## config.mk

```make
export PLATFORM = sky130hd
export DESIGN_NAME = dcache_flush_seq
export DESIGN_NICKNAME = d
export VERILOG_FILES = /design/src/rtl/dcache_flush_seq_pkg.sv /design/src/rtl/dcache_flush_seq_lzc.sv /design/src/rtl/dcache_flush_seq.sv
export SDC_FILE = /design/constraint.sdc
export NUM_CORES = 1
export LEC_CHECK = 0
export BUFFER_PORTS_ARGS = -buffer_cell sky130_fd_sc_hd__buf_4
export CAP_MARGIN = 20
export CORE_ASPECT_RATIO = 1.25
export CORE_MARGIN = 8
export CORE_UTILIZATION = 46
export CTS_CLUSTER_DIAMETER = 80
export DETAILED_ROUTE_END_ITERATION = 16
export PLACE_DENSITY = 0.7
export SYNTH_ARGS = -nofsm -noshare
export SYNTH_HDL_FRONTEND = slang
export SYNTH_SLANG_ARGS = --single-unit
```

## constraint.sdc

```tcl
create_clock -name clk_i -period 4.52 [get_ports clk_i]
set_clock_uncertainty 0.15 [all_clocks]
set_input_delay 0 -clock clk_i [delete_from_list [all_inputs] [get_ports clk_i]]
set_output_delay 0 -clock clk_i [all_outputs]
set_load 0.02 [all_outputs]
```

## src/rtl/dcache_flush_seq_pkg.sv

```systemverilog
// Data-cache geometry shared by the cache and its flush sequencer.
// Provides default set/way/tag/offset sizes; no ports.
package dcache_flush_seq_pkg;

    localparam int unsigned DC_NR_SETS = 256;
    localparam int unsigned DC_NR_WAYS = 8;
    localparam int unsigned DC_TAG_W   = 44;
    localparam int unsigned DC_OFF_W   = 4;

endpackage

```

## src/rtl/dcache_flush_seq_lzc.sv

```systemverilog
// Leading/trailing zero counter (MODE=0: index of lowest set bit).
// Ports: in_i vector, cnt_o count/index, empty_o when in_i is all zero.
module dcache_flush_seq_lzc #(
    parameter int unsigned WIDTH = 8,
    parameter bit          MODE  = 1'b0,
    localparam int unsigned CNT_W = (WIDTH > 1) ? $clog2(WIDTH) : 1
) (
    input  logic [WIDTH-1:0] in_i,
    output logic [CNT_W-1:0] cnt_o,
    output logic             empty_o
);

    always_comb begin
        cnt_o   = '0;
        empty_o = ~|in_i;
        if (!MODE) begin
            // scan downwards so the lowest set bit wins
            for (int i = WIDTH - 1; i >= 0; i--) begin
                if (in_i[i]) cnt_o = CNT_W'(i);
            end
        end else begin
            // scan upwards so the highest set bit wins
            for (int i = 0; i < WIDTH; i++) begin
                if (in_i[i]) cnt_o = CNT_W'(WIDTH - 1 - i);
            end
        end
    end

endmodule

```

## src/rtl/dcache_flush_seq.sv

```systemverilog
// Data-cache flush sequencer: walks all sets, writes back dirty lines,
// invalidates each set and pulses flush_ack_o when the cache is clean.
// Ports: clk_i/rst_ni; flush_i/flush_ack_o/busy_o controller side;
// tag_* tag-array request/response; wb_* write-back request to WB unit.
module dcache_flush_seq
    import dcache_flush_seq_pkg::*;
#(
    parameter int unsigned NR_SETS = DC_NR_SETS,
    parameter int unsigned NR_WAYS = DC_NR_WAYS,
    parameter int unsigned TAG_W   = DC_TAG_W,
    parameter int unsigned OFF_W   = DC_OFF_W,
    parameter int unsigned PLEN    = TAG_W + $clog2(NR_SETS) + OFF_W,
    localparam int unsigned IDX_W  = $clog2(NR_SETS),
    localparam int unsigned WAY_W  = $clog2(NR_WAYS)
) (
    input  logic                     clk_i,
    input  logic                     rst_ni,
    input  logic                     flush_i,
    output logic                     flush_ack_o,
    output logic                     busy_o,
    output logic                     tag_req_o,
    output logic                     tag_we_o,
    output logic [IDX_W-1:0]         tag_idx_o,
    input  logic                     tag_gnt_i,
    input  logic                     tag_rvalid_i,
    input  logic [NR_WAYS*TAG_W-1:0] tag_rdata_i,
    input  logic [NR_WAYS-1:0]       valid_i,
    input  logic [NR_WAYS-1:0]       dirty_i,
    output logic                     wb_valid_o,
    input  logic                     wb_ready_i,
    output logic [PLEN-1:0]          wb_addr_o,
    output logic [WAY_W-1:0]         wb_way_o
);

    typedef enum logic [2:0] {
        S_IDLE,
        S_READ,
        S_WAIT,
        S_WB,
        S_INV,
        S_DONE
    } state_e;

    state_e                         state_q, state_d;
    logic [IDX_W-1:0]               idx_q, idx_d;
    logic [NR_WAYS-1:0]             pend_q, pend_d;
    logic [NR_WAYS-1:0][TAG_W-1:0]  tags_q, tags_d;
    logic                           armed_q, armed_d;

    logic                           ack_q;
    logic                           busy_q;
    logic                           tag_req_q;
    logic                           tag_we_q;
    logic [IDX_W-1:0]               tag_idx_q;
    logic                           wb_valid_q;
    logic [PLEN-1:0]                wb_addr_q;
    logic [WAY_W-1:0]               wb_way_q;

    logic [WAY_W-1:0]               way_d;
    logic                           pend_empty;
    logic                           last_set;

    assign last_set = (idx_q == IDX_W'(NR_SETS - 1));

    // Pending dirty ways and captured tags; kept apart from the state
    // logic so the find-first result feeds forward without a loop.
    always_comb begin
        pend_d = pend_q;
        tags_d = tags_q;
        if (state_q == S_WAIT && tag_rvalid_i) begin
            tags_d = tag_rdata_i;
            pend_d = valid_i & dirty_i;
        end else if (state_q == S_WB && wb_ready_i) begin
            pend_d = pend_q & ~(NR_WAYS'(1) << wb_way_q);
        end
    end

    dcache_flush_seq_lzc #(
        .WIDTH (NR_WAYS),
        .MODE  (1'b0)
    ) i_lzc (
        .in_i    (pend_d),
        .cnt_o   (way_d),
        .empty_o (pend_empty)
    );

    always_comb begin
        state_d = state_q;
        idx_d   = idx_q;
        armed_d = armed_q;
        // the controller keeps flush_i high one cycle past the ack,
        // so only a low level re-enables a new walk
        if (!flush_i) armed_d = 1'b1;
        unique case (state_q)
            S_IDLE: begin
                if (flush_i && armed_q) begin
                    state_d = S_READ;
                    idx_d   = '0;
                end
            end
            S_READ: begin
                if (tag_gnt_i) state_d = S_WAIT;
            end
            S_WAIT: begin
                if (tag_rvalid_i) state_d = pend_empty ? S_INV : S_WB;
            end
            S_WB: begin
                if (wb_ready_i) state_d = pend_empty ? S_INV : S_WB;
            end
            S_INV: begin
                if (tag_gnt_i) begin
                    if (last_set) begin
                        state_d = S_DONE;
                        idx_d   = '0;
                    end else begin
                        state_d = S_READ;
                        idx_d   = idx_q + IDX_W'(1);
                    end
                end
            end
            S_DONE: begin
                armed_d = 1'b0;
                state_d = S_IDLE;
            end
            default: state_d = S_IDLE;
        endcase
    end

    // Outputs are registered from the next state so every output is
    // a flop and matches the state it belongs to.
    always_ff @(posedge clk_i or negedge rst_ni) begin
        if (!rst_ni) begin
            state_q    <= S_IDLE;
            idx_q      <= '0;
            pend_q     <= '0;
            tags_q     <= '0;
            armed_q    <= 1'b1;
            ack_q      <= 1'b0;
            busy_q     <= 1'b0;
            tag_req_q  <= 1'b0;
            tag_we_q   <= 1'b0;
            tag_idx_q  <= '0;
            wb_valid_q <= 1'b0;
            wb_addr_q  <= '0;
            wb_way_q   <= '0;
        end else begin
            state_q    <= state_d;
            idx_q      <= idx_d;
            pend_q     <= pend_d;
            tags_q     <= tags_d;
            armed_q    <= armed_d;
            ack_q      <= (state_d == S_DONE);
            busy_q     <= (state_d != S_IDLE);
            tag_req_q  <= (state_d == S_READ) || (state_d == S_INV);
            tag_we_q   <= (state_d == S_INV);
            tag_idx_q  <= idx_d;
            wb_valid_q <= (state_d == S_WB);
            if (state_d == S_WB) begin
                wb_way_q  <= way_d;
                wb_addr_q <= PLEN'({tags_d[way_d], idx_d, {OFF_W{1'b0}}});
            end else begin
                wb_way_q  <= '0;
                wb_addr_q <= '0;
            end
        end
    end

    assign flush_ack_o = ack_q;
    assign busy_o      = busy_q;
    assign tag_req_o   = tag_req_q;
    assign tag_we_o    = tag_we_q;
    assign tag_idx_o   = tag_idx_q;
    assign wb_valid_o  = wb_valid_q;
    assign wb_addr_o   = wb_addr_q;
    assign wb_way_o    = wb_way_q;

endmodule
```

==> impl_metrics.xml <==
<?xml version="1.0" encoding="UTF-8"?>
<metrics>
  <group name="detailed_routing">
    <metric name="routed_wire_length_per_instance" unit="um">20.5</metric>
    <metric name="drt.antenna.violating_nets" unit="">0</metric>
    <metric name="via_count" unit="">19142</metric>
    <metric name="drt-pass1-iter-count" unit="">5</metric>
    <metric name="drc" unit="">0</metric>
    <metric name="vias_per_cell" unit="">5.36</metric>
    <metric name="drt-initial-drc-count" unit="">1535</metric>
    <metric name="postRouteWirelength" unit="mm">73.0</metric>
  </group>
  <group name="worst_setup_path">
    <metric name="crit_path_top_delay_cell" unit="">sky130_fd_sc_hd__or3_4</metric>
    <metric name="r2r.worst_path.cells" unit="">10</metric>
    <metric name="crit-reg2reg-launch" unit="">state_q[1]</metric>
    <metric name="critPathBufInv" unit="">3</metric>
    <metric name="cp_cell_sequence" unit="">and4bb_4 -&gt; nand3_1 -&gt; dlygate4sd3_1 -&gt; o21a_2 -&gt; inv_2 -&gt; or4_1 -&gt; or3_4 -&gt; buf_4 -&gt; or4_1 -&gt; o211ai_1</metric>
    <metric name="critical_path.startpoint_type" unit="">flip-flop</metric>
    <metric name="worst_path_dominant_cell_family" unit="">simple AND/OR/NAND/NOR gates</metric>
    <metric name="worstSetupPathDepth" unit="">10</metric>
    <metric name="path_common_cell" unit="">sky130_fd_sc_hd__or4_1</metric>
    <metric name="rrSetupSlack" unit="ns">0.16</metric>
    <metric name="timing.critical_path.required" unit="ns">4.84</metric>
    <metric name="critical_path_arrival" unit="ns">4.68</metric>
    <metric name="setup.worst_path.class" unit="">reg2reg</metric>
    <metric name="worst_r2r_endpoint" unit="">wb_addr_o[31]</metric>
    <metric name="path_max_fanout" unit="">52</metric>
    <metric name="startpoint" unit="">state_q[1]</metric>
    <metric name="critPathCaptureType" unit="">flip-flop</metric>
    <metric name="critPathMaxStageDelay" unit="ns">0.68</metric>
  </group>
  <group name="cells_and_area">
    <metric name="nNetsFinal" unit="">3336</metric>
    <metric name="seq_area" unit="um^2">10800</metric>
    <metric name="filler_cells" unit="">3005</metric>
    <metric name="final_cell_utilization_of_the_core" unit="%">68.2</metric>
    <metric name="area_growth" unit="%">47.0</metric>
    <metric name="multi_input_area" unit="um^2">8020</metric>
    <metric name="final_layout_size_suffix_gt1_share" unit="%">20.4</metric>
  </group>
  <group name="min_path">
    <metric name="hold_path_class" unit="">in2async</metric>
  </group>
  <group name="global_route">
    <metric name="antenna_found_initial" unit="">14</metric>
    <metric name="grt_remaining_overflow" unit="">0</metric>
    <metric name="maximum_number_of_pins_on_one_net_before_global_route_repair" unit="">175</metric>
    <metric name="grtUsageTotal" unit="%">29.2</metric>
    <metric name="grt_first_pass_wirelength" unit="mm">113</metric>
    <metric name="first_global_vias" unit="">20479</metric>
  </group>
  <group name="power">
    <metric name="leakage_power" unit="nW">14.4</metric>
    <metric name="power_per_cell_area" unit="nW/um^2">727</metric>
    <metric name="total_power" unit="mW">20.8</metric>
    <metric name="vdd_ir_drop_max" unit="mV">0.682</metric>
  </group>
  <group name="floorplanning">
    <metric name="dieWidth" unit="um">200</metric>
    <metric name="start_util" unit="%">46.4</metric>
    <metric name="core_area" unit="um^2">41900</metric>
    <metric name="die_h" unit="um">246</metric>
    <metric name="ios" unit="">446</metric>
    <metric name="std_cell_rows" unit="">84</metric>
    <metric name="die_area" unit="um^2">49100</metric>
  </group>
  <group name="yosys">
    <metric name="asyncSetResetFlopFracSynth" unit="%">100</metric>
    <metric name="synth_top_cell_area_share" unit="%">55.5</metric>
    <metric name="ys_warn_count" unit="">0</metric>
    <metric name="synth_largest_area_cell" unit="">sky130_fd_sc_hd__dfrtp_1</metric>
    <metric name="synth_top_flop_cell" unit="">sky130_fd_sc_hd__dfrtp_1</metric>
    <metric name="number_of_enable_type_register_cells_in_the_synthesized_netlist" unit="">0</metric>
    <metric name="post-synth-top-count-cell" unit="">sky130_fd_sc_hd__nand2_1</metric>
    <metric name="postSynthAreaPerCell" unit="um^2">8.80</metric>
    <metric name="synth.top_cells.by_count" unit="">1073 x sky130_fd_sc_hd__nand2_1, 431 x sky130_fd_sc_hd__dfrtp_1, 126 x sky130_fd_sc_hd__clkbuf_1</metric>
    <metric name="post_synth_inst_count" unit="">2209</metric>
    <metric name="synth.lib_cells_used.distinct" unit="">57</metric>
    <metric name="post_synthesis_register_bit_count" unit="">432</metric>
    <metric name="synthesis.area" unit="um^2">19400</metric>
    <metric name="synth_top_cells_by_area" unit="">sky130_fd_sc_hd__dfrtp_1 55%, sky130_fd_sc_hd__nand2_1 21%, sky130_fd_sc_hd__mux2i_1 4.7%</metric>
    <metric name="ys_seq_area_share" unit="%">55.6</metric>
  </group>
  <group name="timing">
    <metric name="setup_viol" unit="">0</metric>
    <metric name="max_clock_freq" unit="MHz">229</metric>
    <metric name="whs" unit="ns">-0.0259</metric>
    <metric name="max_slew.worst_pin.slew" unit="ns">1.10</metric>
    <metric name="final-max-slew-violation-count" unit="">0</metric>
    <metric name="post-route-period-util" unit="%">96.6</metric>
    <metric name="tns" unit="ns">0</metric>
    <metric name="hold_viol_final" unit="">10</metric>
    <metric name="final.setup.worst_slack" unit="ns">0.156</metric>
    <metric name="rsz_0062_raised_after_global_routing" unit="">no</metric>
    <metric name="post-route-min-period" unit="ns">4.36</metric>
    <metric name="relSlewSlack" unit="%">26.9</metric>
  </group>
  <group name="placement">
    <metric name="buffer_ports.inserted" unit="">441</metric>
    <metric name="place_congestion" unit="">0.927</metric>
    <metric name="dpl.hpwl" unit="mm">44.2</metric>
    <metric name="preCtsSetupSlack" unit="ns">0.273</metric>
  </group>
  <group name="clock_network">
    <metric name="cts_htree_levels" unit="">2</metric>
    <metric name="clk_path_buf_depth" unit="">3</metric>
    <metric name="numClockSinks" unit="">432</metric>
    <metric name="worst_skew_pair.late_latency" unit="ns">0.55</metric>
    <metric name="clk_root_buffer_cell" unit="">sky130_fd_sc_hd__clkbuf_16</metric>
    <metric name="cts.reportedPaths.clkPinSlew" unit="ns">0.06</metric>
    <metric name="tritoncts" unit="">yes</metric>
    <metric name="cts_made_buffers" unit="">44</metric>
  </group>
  <group name="status">
    <metric name="result_of_the_run" unit="">complete, but fails checks</metric>
    <metric name="violations" unit="">hold timing</metric>
  </group>
  <group name="run">
    <metric name="cap_violations" unit="">0</metric>
  </group>
</metrics>
==> cells in the final DEF (no fill, tap or decap), drive strengths merged, types with 6 or more instances in the layout <==
cell,n
buf,468
nor2b,8
dfrtp,431
inv,17
nand3,20
mux2i,91
or4,74
clkinv,6
clkbuf,70
diode,15
nor2,82
a21oi,80
o21ai,13
nand2,1073
mux2,49
o211ai,56
dlygate4sd3,387
==> worst max-delay path by stage <==
stage	endpoint
after detailed placement	wb_addr_o[44]
after global placement	wb_addr_o[44]
final	wb_addr_o[31]
after CTS	wb_addr_o[44]
after floorplan	wb_addr_o[51]
after global routing	wb_addr_o[26]
==> stage by stage <==
stage	hold WS [ns]	area, um^2	cells
detailed placement	-0.00221	23200	3084
global placement	-0.000528	23200	3084
CTS	0.0182	28500	3551
global route	0.0482	28600	3565
finish	-0.0259	28600	3569
floorplan	-0.446	19500	2212
==> what timing repair did <==
| item | 4_1_cts | 5_1_grt |
|---|---|---|
| endpoints found under the hold margin | 540 | 0 |
| setup buffers | 0 | 3 |
| endpoints found under the setup margin | 0 | 30 |
| hold buffers | 387 | 0 |
| resized for setup | 0 | 2 |
==> flip-flops by register name, summed over array words and instances (netlist names) <==
signal	flops
tags_q	352
wb_addr_o	52
pend_q	8
tag_idx_o	8
state_q	3
wb_way_o	3
armed_q	1
busy_o	1
flush_ack_o	1
tag_req_o	1
tag_we_o	1
wb_valid_o	1
==> layer usage <==
layer | global-route usage, % | up-vias | share of wire [%]
li1 | - | 8715 | -
met1 | 34.9 | 9277 | 38
met2 | 47.8 | 872 | 49
met3 | 5.59 | 276 | 6.3
met4 | 18.5 | 2 | 6.4
met5 | 0 | - | 0.016
==> report_power, final <==
part | internal, mW | leakage, nW | switching [mW]
Clock | 2.18 | 0.712 | 1.52
Combinational | 4.16 | 8.27 | 6.79
Sequential | 5.56 | 5.46 | 0.567
==> kinds of logic after synthesis <==
logic type               count (synthesis)  share of synthesized area (%)
buffers and inverters                  169                           3.65
AO/OA/AOI/OAI                          185                           6.20
other                                    1                         0.0193
adder cells (fa/ha/maj)                  1                         0.0643
flip-flops                             432                           55.6
multiplexers                           140                           7.52
AND/OR/NAND/NOR                       1281                           26.9
==> layout make-up <==
class                      count  area share [%]
sequential                   432            37.8
multi-input combinational   1611            28.0
timing repair buffer         855            26.2
clock buffer                  70            4.62
tap                          559            2.45
clock inverter                10           0.486
inverter                      17           0.223
antenna                       15           0.131
(Power assumes the default switching activity.)
